## src/rtl/alu_rcl_seq_pkg.sv

```systemverilog
// Shared definitions for the iterative rotate-left-through-carry unit:
// widths, ring lengths, FSM state codes and the result payload.
package alu_rcl_seq_pkg;

    localparam int unsigned W      = 16;
    localparam int unsigned CNT_W  = 8;
    localparam int unsigned BYTE_W = 8;
    localparam int unsigned RING_W = 17;
    localparam int unsigned RING_B = 9;

    typedef enum logic [1:0] {
        ST_IDLE = 2'd0,
        ST_RUN  = 2'd1,
        ST_FIN  = 2'd2
    } state_t;

    typedef struct packed {
        logic [W-1:0] r;
        logic         cout;
        logic         ovf;
    } rsp_t;

    // A rotation by the ring length is the identity, so only the remainder matters.
    function automatic logic [CNT_W-1:0] eff_count(input logic [CNT_W-1:0] cnt,
                                                   input logic             word);
        if (word)
            return CNT_W'(32'(cnt) % RING_W);
        else
            return CNT_W'(32'(cnt) % RING_B);
    endfunction

endpackage

```

## src/rtl/alu_rcl_seq_if.sv

```systemverilog
// Request/response bundle between the ALU sequencer and the RCL unit.
interface alu_rcl_seq_if;

    logic                                start;
    logic [alu_rcl_seq_pkg::W-1:0]       A;
    logic                                Cin;
    logic [alu_rcl_seq_pkg::CNT_W-1:0]   count;
    logic                                w;
    logic                                busy;
    logic                                done;
    logic [alu_rcl_seq_pkg::W-1:0]       R;
    logic                                Cout;
    logic                                OF;

    modport master (
        output start, A, Cin, count, w,
        input  busy, done, R, Cout, OF
    );

    modport slave (
        input  start, A, Cin, count, w,
        output busy, done, R, Cout, OF
    );

endinterface

```

## src/rtl/alu_rcl_seq_rcl_step.sv

```systemverilog
// One-bit rotate-left-through-carry of {c,d}: 17-bit ring in word mode,
// 9-bit ring over d[7:0] in byte mode (upper byte forced to zero).
module rcl_step
    import alu_rcl_seq_pkg::*;
(
    input  logic [W-1:0] d,
    input  logic         c,
    input  logic         w,
    output logic [W-1:0] q,
    output logic         co
);

    always_comb begin
        q  = '0;
        co = 1'b0;
        if (w) begin
            co = d[W-1];
            q  = {d[W-2:0], c};
        end else begin
            co = d[BYTE_W-1];
            q  = {{(W-BYTE_W){1'b0}}, d[BYTE_W-2:0], c};
        end
    end

endmodule

```

## src/rtl/alu_rcl_seq.sv

```systemverilog
// Iterative RCL unit: one ring step per clock, start/busy/done handshake.
// Build option ALU_RCL_MOD_REDUCE_EN reduces the count modulo the ring length at load.
module alu_rcl_seq
    import alu_rcl_seq_pkg::*;
(
    input  logic         clk,
    input  logic         rst,
    alu_rcl_seq_if.slave bus
);

    state_t           state, state_nx;
    logic [W-1:0]     d_q, d_nx, step_d;
    logic             c_q, c_nx, step_c;
    logic [CNT_W-1:0] n_q, n_nx;
    logic             w_q, w_nx;
    logic             c1_q, c1_nx;
    logic             busy_q, busy_nx;
    logic             done_q, done_nx;
    rsp_t             rsp_q, rsp_nx;
    logic             msb;

    rcl_step u_step (
        .d  (d_q),
        .c  (c_q),
        .w  (w_q),
        .q  (step_d),
        .co (step_c)
    );

    assign msb = w_q ? d_q[W-1] : d_q[BYTE_W-1];

    // Next-state, datapath and output-register next values.
    always_comb begin
        state_nx = state;
        d_nx     = d_q;
        c_nx     = c_q;
        n_nx     = n_q;
        w_nx     = w_q;
        c1_nx    = c1_q;
        rsp_nx   = rsp_q;

        case (state)
            ST_IDLE: begin
                if (bus.start) begin
                    state_nx = ST_RUN;
                    d_nx     = bus.w ? bus.A : {{(W-BYTE_W){1'b0}}, bus.A[BYTE_W-1:0]};
                    c_nx     = bus.Cin;
                    w_nx     = bus.w;
                    c1_nx    = (bus.count == CNT_W'(1));
`ifdef ALU_RCL_MOD_REDUCE_EN
                    n_nx     = eff_count(bus.count, bus.w);
`else
                    n_nx     = bus.count;
`endif
                end
            end
            ST_RUN: begin
                if (n_q != '0) begin
                    d_nx = step_d;
                    c_nx = step_c;
                    n_nx = n_q - CNT_W'(1);
                end else begin
                    state_nx    = ST_FIN;
                    rsp_nx.r    = d_q;
                    rsp_nx.cout = c_q;
                    rsp_nx.ovf  = c1_q & (msb ^ c_q);
                end
            end
            ST_FIN: begin
                state_nx = ST_IDLE;
            end
            default: begin
                state_nx = ST_IDLE;
            end
        endcase

        busy_nx = (state_nx == ST_RUN);
        done_nx = (state_nx == ST_FIN);
    end

    always_ff @(posedge clk) begin
        if (rst) begin
            state  <= ST_IDLE;
            d_q    <= '0;
            c_q    <= 1'b0;
            n_q    <= '0;
            w_q    <= 1'b0;
            c1_q   <= 1'b0;
            busy_q <= 1'b0;
            done_q <= 1'b0;
            rsp_q  <= '0;
        end else begin
            state  <= state_nx;
            d_q    <= d_nx;
            c_q    <= c_nx;
            n_q    <= n_nx;
            w_q    <= w_nx;
            c1_q   <= c1_nx;
            busy_q <= busy_nx;
            done_q <= done_nx;
            rsp_q  <= rsp_nx;
        end
    end

    assign bus.busy = busy_q;
    assign bus.done = done_q;
    assign bus.R    = rsp_q.r;
    assign bus.Cout = rsp_q.cout;
    assign bus.OF   = rsp_q.ovf;

endmodule
```

## src/flat_wrapper.sv

```systemverilog
// flat-port wrapper written by rule: the top's interface ports become plain ports
module alu_rcl_seq_flat import alu_rcl_seq_pkg::*;
  (clk, rst, bus_start, bus_A, bus_Cin, bus_count, bus_w, bus_busy, bus_done, bus_R, bus_Cout, bus_OF);
  alu_rcl_seq_if bus_i ();
  input  logic clk;
  input  logic rst;
  input wire logic [$bits(bus_i.start)-1:0] bus_start;
  input wire logic [$bits(bus_i.A)-1:0] bus_A;
  input wire logic [$bits(bus_i.Cin)-1:0] bus_Cin;
  input wire logic [$bits(bus_i.count)-1:0] bus_count;
  input wire logic [$bits(bus_i.w)-1:0] bus_w;
  output wire logic [$bits(bus_i.busy)-1:0] bus_busy;
  output wire logic [$bits(bus_i.done)-1:0] bus_done;
  output wire logic [$bits(bus_i.R)-1:0] bus_R;
  output wire logic [$bits(bus_i.Cout)-1:0] bus_Cout;
  output wire logic [$bits(bus_i.OF)-1:0] bus_OF;
  assign bus_i.start = bus_start;
  assign bus_i.A = bus_A;
  assign bus_i.Cin = bus_Cin;
  assign bus_i.count = bus_count;
  assign bus_i.w = bus_w;
  assign bus_busy = bus_i.busy;
  assign bus_done = bus_i.done;
  assign bus_R = bus_i.R;
  assign bus_Cout = bus_i.Cout;
  assign bus_OF = bus_i.OF;
  alu_rcl_seq u_core (.clk(clk), .rst(rst), .bus(bus_i));
endmodule
```

## config.mk

```make
export PLATFORM = sky130hd
export DESIGN_NAME = alu_rcl_seq_flat
export DESIGN_NICKNAME = d
export VERILOG_FILES = /design/src/rtl/alu_rcl_seq_pkg.sv /design/src/rtl/alu_rcl_seq_if.sv /design/src/rtl/alu_rcl_seq_rcl_step.sv /design/src/rtl/alu_rcl_seq.sv /design/src/flat_wrapper.sv
export SDC_FILE = /design/constraint.sdc
export NUM_CORES = 1
export LEC_CHECK = 0
export CAP_MARGIN = 20
export CORE_ASPECT_RATIO = 0.5
export CORE_MARGIN = 2
export CORE_UTILIZATION = 50
export DETAILED_ROUTE_END_ITERATION = 8
export PLACE_DENSITY = 0.88
export SYNTH_ARGS = -nofsm -noshare
export SYNTH_HDL_FRONTEND = slang
export SYNTH_SLANG_ARGS = --single-unit
```

## constraint.sdc

```tcl
create_clock -name clk -period 2.2 [get_ports clk]
set_clock_uncertainty 0.2 [all_clocks]
set_input_delay 0.44 -clock clk [delete_from_list [all_inputs] [get_ports clk]]
set_output_delay 0.44 -clock clk [all_outputs]
set_load 0.1 [all_outputs]
```

# [Word-level counts from Yosys, hierarchy flattened]
# Index checks and enable logic that the tools add are counted.
[totals] reg_bits=49 out_inout_bits=20 elab_cells=42
[classes] n_addsub=1 eq_ne=6 mux=15 n_bitwise=3 reduce_logical=6
[op_table] op="2-to-1 mux 16 bit" n=4
[op_table] op="one-hot mux 16 bit (2 select lines)" n=1
[op_table] op="2-to-1 mux 8 bit" n=2
[op_table] op="one-hot mux 8 bit (2 select lines)" n=1
[op_table] op="== test 8 x 1 -> 1 bit, second input constant" n=1
[op_table] op="nonzero test 8 bit" n=1
[op_table] op="subtractor 8 x 1 -> 8 bit, second input constant" n=1
[op_table] op="== test 2 x 1 -> 1 bit, second input constant" n=2
[op_table] op="2-to-1 mux 2 bit" n=2
[op_table] op="one-hot mux 2 bit (2 select lines)" n=1
[op_table] op="AND reduction 2 bit" n=2
[op_table] op="2-to-1 mux 1 bit" n=3
[op_table] op="AND reduction 3 bit" n=1
[op_table] op="== test 2 bit, second input constant" n=1
[op_table] op="zero test 2 bit" n=1
[op_table] op="!= test 2 x 1 -> 1 bit, second input constant" n=1
[op_table] op="!= test 2 bit, second input constant" n=1
[op_table] op="one-hot mux 1 bit (2 select lines)" n=1
[op_table] op="nonzero test 2 bit" n=1
[op_table] op="AND 1 bit" n=1
[op_table] op="inverter 1 bit" n=1
[op_table] op="bitwise XOR 1 bit" n=1

# [Longest topological paths before layout]
[logic_depth] depth_word=4 mapped_depth=8 depth_no_buf=6

# [Cells and area by module]
# A second synthesis with hierarchy kept.
[unflattened] hier_cells=253 area_unflattened_um2=2245.9
[modules_own_cells] mod="alu_rcl_seq" n_inst=1 cells_per_inst=236 area_per_inst_um2=2110.8 seq_area_each_um2=980.9
[modules_own_cells] mod="rcl_step" n_inst=1 cells_per_inst=17 area_per_inst_um2=135.1 seq_area_each_um2=0.0

# [Worst setup path before layout]
# OpenSTA, ideal clock, no wires.
[synth_timing] path_kind="reg-to-reg" from="register u_core.n_q[0]" to="register u_core.d_q[8]" setup_time_ps=141 t_arrival_ps=1628 setup_slack_ps=231 stages_incl_launch_ff=8 path_buffers=1 path_cell_list="dfxtp_1 -> inv_1 -> ha_1 -> nor3b_2 -> a311o_2 -> buf_4 -> a311oi_1 -> nor3_1"
[synth_between] elab_chain_len=3
[synth_rtl] element="start: declaration" line_no="alu_rcl_seq.sv:14" source="logic [CNT_W-1:0] n_q, n_nx;"
[synth_rtl] element="start signal: assignment" line_no="alu_rcl_seq.sv:96" source="n_q <= n_nx;"
[synth_rtl] element="nonzero test 8 bit" line_no="alu_rcl_seq.sv:58" source="if (n_q != '0) begin"
[synth_rtl] element="!= test 2 x 1 -> 1 bit (no source line)"
[synth_rtl] element="AND reduction 3 bit (no source line)"
[synth_rtl] element="end signal: assignment" line_no="alu_rcl_seq.sv:94" source="d_q <= d_nx;"
[synth_rtl] element="end: declaration" line_no="alu_rcl_seq.sv:12" source="logic [W-1:0] d_q, d_nx, step_d;"
# No other way between the ends.
# A chain may end at the register's enable or synchronous reset.

# [Worst setup path after layout]
[layout_timing] from="register u_core.n_q[0]" to="register u_core.c_q"
[layout_between] elab_chain_len=3
[layout_rtl] element="nonzero test 8 bit" line_no="alu_rcl_seq.sv:58"
[layout_rtl] element="!= test 2 x 1 -> 1 bit (no source line)"
[layout_rtl] element="AND reduction 3 bit (no source line)"
[layout_rtl] element="end signal: assignment" line_no="alu_rcl_seq.sv:95" source="c_q <= c_nx;"
[layout_rtl] element="end: declaration" line_no="alu_rcl_seq.sv:13" source="logic c_q, c_nx, step_c;"
# No other way between the ends.

==> results_dict.tcl <==
set metrics [dict create \
    worst_pin_slew_ns 0.510 \
    core_area_sq_um 4360 \
    syn-num-nets 296 \
    cts.sinks 49 \
    synth_top_family_by_area "simple AND/OR/NAND/NOR gates" \
    globalRouteMet2Util_pct 35.7 \
    ioPinCount 49 \
    maxCapViolCount 0 \
    finalSetupViolCount 0 \
    cpPeakStageDelay_ns 0.44 \
    layout-drive-gt1-share_pct 20.7 \
    num_vias 2062 \
    cts-root-buf "clkbuf_8" \
    post-route-util_pct 66.8 \
    finalPower_mw 2.67 \
    synthMuxAreaShare_pct 1.40 \
    ant_nets 0 \
    startpoint_type "flop" \
    numCtsBuffers 5 \
    crit_path_end_kind "flop" \
    fmax_mhz 474 \
    hold_viol 0 \
    cts_tree "built" \
    fin_crit_ns 2.11 \
    cp.arrival_ns 2.10 \
    min-delay-path-class "flop to flop" \
    grt_usage_pct 20.9 \
    firstDrtPassIters 4 \
    status "finished clean" \
    max-slew-margin-rel_pct 65.9 \
    diodes 0 \
    drt_iter0_drc 117 \
    critPathKind "flop to flop" \
    grt_use_met3_pct 4.38 \
    yosysSeqAreaShare_pct 43.8 \
    die_area_sq_um 5070 \
    die_w_um 98.7 \
    slowest_stage "nor3b_4" \
    syn_inst 266 \
    gp_congestion 0.824 \
    path_clk_slew_ns 0.09 \
    dpl.hpwl_um 3590 \
    avgRoutedWirePerCell_um 14.3 \
    synth-xor-area-share_pct 0.391 \
    initial_core_util_pct 51.4 \
    grt.overflow.total 0 \
    gr-max-usage-layer "met2" \
    antenna_found_initial 0 \
    clk_latency_ns 0.31 \
    synth_compound_area_share_pct 23.1 \
    synthAdderAreaFrac_pct 0.558 \
    grt_max_degree 50 \
    final_max_slew_viol_count 0 \
    viasPerCell 5.56 \
    nNetsFinal 343 \
    crit_chain "inv_1 > ha_2 > nor3b_4 > a311oi_4 > clkbuf_16 > o211ai_1 > a21oi_1" \
    crit_required_ns 2.20 \
    grt_pass1_vias 1874 \
    area_delta_synth_final_pct 29.9 \
    rsz0062_at_grt "true" \
    row_count 17 \
    ir_drop_v 0.000407 \
    totalWireLength_um 5320 \
    powerDensity_nw_per_um2 918 \
    yosys.area_share.simple_pct 24.8 \
    die_h_um 51.3 \
    io_buffers 48 \
    clock_path_buffers 2 \
    synth_cell_type_count 33 \
    grt_util_met1_pct 26.3 \
    crit_fanout 16 \
    grt_pass1_wl_um 8450 \
    cts_max_level 2 \
    drcViolationCount 0 \
    period_share_pct 95.9 \
    netlist_area_sq_um 2240 \
    ys_ff_latch 49 \
    yosysWarnings 0 \
    avgSynthCellArea_sq_um 8.42 \
    leakage_nw 1.08 \
]
worst max-delay path, delay by kind of cell, from the launching register on:
family	cells	cell delay, ns
AO/OA/AOI/OAI	3	0.43
adder cells (fa/ha/maj)	1	0.22
buffers and inverters	2	0.37
flip-flops	1	0.33
AND/OR/NAND/NOR	1	0.44
cell families after synthesis:
group                    after synthesis
AND/OR/NAND/NOR                      124
flip-flops                            49
buffers and inverters                 24
adder cells (fa/ha/maj)                1
XOR/XNOR                               1
multiplexers                           3
AO/OA/AOI/OAI                         64
per-layer routing:
layer / up-vias / wire length (um)
li1: 1021 / -
met1: 959 / 2320
met2: 74 / 2570
met3: 8 / 327
met4: 0 / 94
met5: - / 0
layout by cell type, fill, tap and decap left out, drive strengths merged, types with 3 or more instances in the layout:
| cell type | Yosys | final |
|---|---|---|
| nor4 | 3 | 3 |
| clkbuf | 8 | 6 |
| nor2 | 26 | 26 |
| nor3 | 3 | 3 |
| a311oi | 17 | 17 |
| nor3b | 3 | 3 |
| nand3 | 21 | 21 |
| and3 | 3 | 3 |
| dfxtp | 49 | 49 |
| nand2 | 60 | 60 |
| a21oi | 31 | 31 |
| inv | 3 | 3 |
| clkdlybuf4s50 | 0 | 27 |
| o21ai | 8 | 8 |
| a21o | 3 | 3 |
| buf | 13 | 33 |
metrics by stage:
stage | cells | area (sq um) | hold WS (ns) | setup TNS [ns] | setup slack [ns]
global route | 371 | 2910 | 0.275 | 0 | 0.000798
floorplan | 266 | 2240 | 0.248 | 0 | 0.231
finish | 371 | 2910 | 0.260 | 0 | 0.0911
global placement | 362 | 2740 | 0.240 | 0 | 0.0594
detailed placement | 362 | 2740 | 0.249 | -0.121 | -0.0317
CTS | 370 | 2880 | 0.262 | 0 | 0.0507
Yosys cell counts (all sizes together):
cell type,count,area (sq um)
a21oi,31,155
a21o,3,22.5
o21ai,8,40.0
a311o,1,11.3
nor2b,1,6.26
mux2i,2,20.0
o211ai,2,15.0
nor4b,1,8.76
xnor2,1,8.76
dfxtp,49,981
nor3b,3,27.5
nand2b,2,12.5
a22o,1,8.76
mux2,1,11.3
and2,1,6.26
buf,13,92.6
clkbuf,8,30.0
nor4,3,33.8
inv,3,11.3
nor3,3,15.0
a221oi,1,15.0
nor2,26,97.6
nand3,21,105
a311oi,17,249
nand2,60,225
ha,1,12.5
and3,3,18.8
power breakdown:
group,switching [mW],internal [mW]
logic,0.497,0.336
clock network,0.305,0.451
registers,0.0967,0.989
total,0.898,1.78
area by class of cell:
class                           instances  area [sq um]
Clock inverter                          3          65.1
Clock buffer                            5          68.8
Fill cell                             329          1450
Timing Repair Buffer                   61           566
Tap cell                               57          71.3
Multi-Input combinational cell        193          1150
Inverter                                3          11.3
Sequential cell                        49           981
flip-flops by register name, summed over array words and instances, names as in the netlist:
signal	flops
u_core.bus.R	16
u_core.d_q	16
u_core.n_q	8
u_core.state	2
u_core.bus.Cout	1
u_core.bus.OF	1
u_core.bus.busy	1
u_core.bus.done	1
u_core.c1_q	1
u_core.c_q	1
u_core.w_q	1
what timing repair did:
item                       4_1_cts  5_1_grt
setup buffers                    0        0
hold buffers                     0        0
resized for setup                1        1
setup endpoints to repair       10       19
cloned                           0        1
pin swaps                        0        1
final timing paths:
kind | startpoint | end | slack, ns | cells after the start
worst max-delay path | u_core.n_q[0] | u_core.c_q | 0.09 | 7
worst max register to register | u_core.n_q[0] | u_core.c_q | 0.09 | 7
worst min-delay path | u_core.bus.R[13] | u_core.bus.R[13] | 0.26 | 2
worst min register to register | u_core.bus.R[13] | u_core.bus.R[13] | 0.26 | 2
Power figures use the tool's default switching activity.
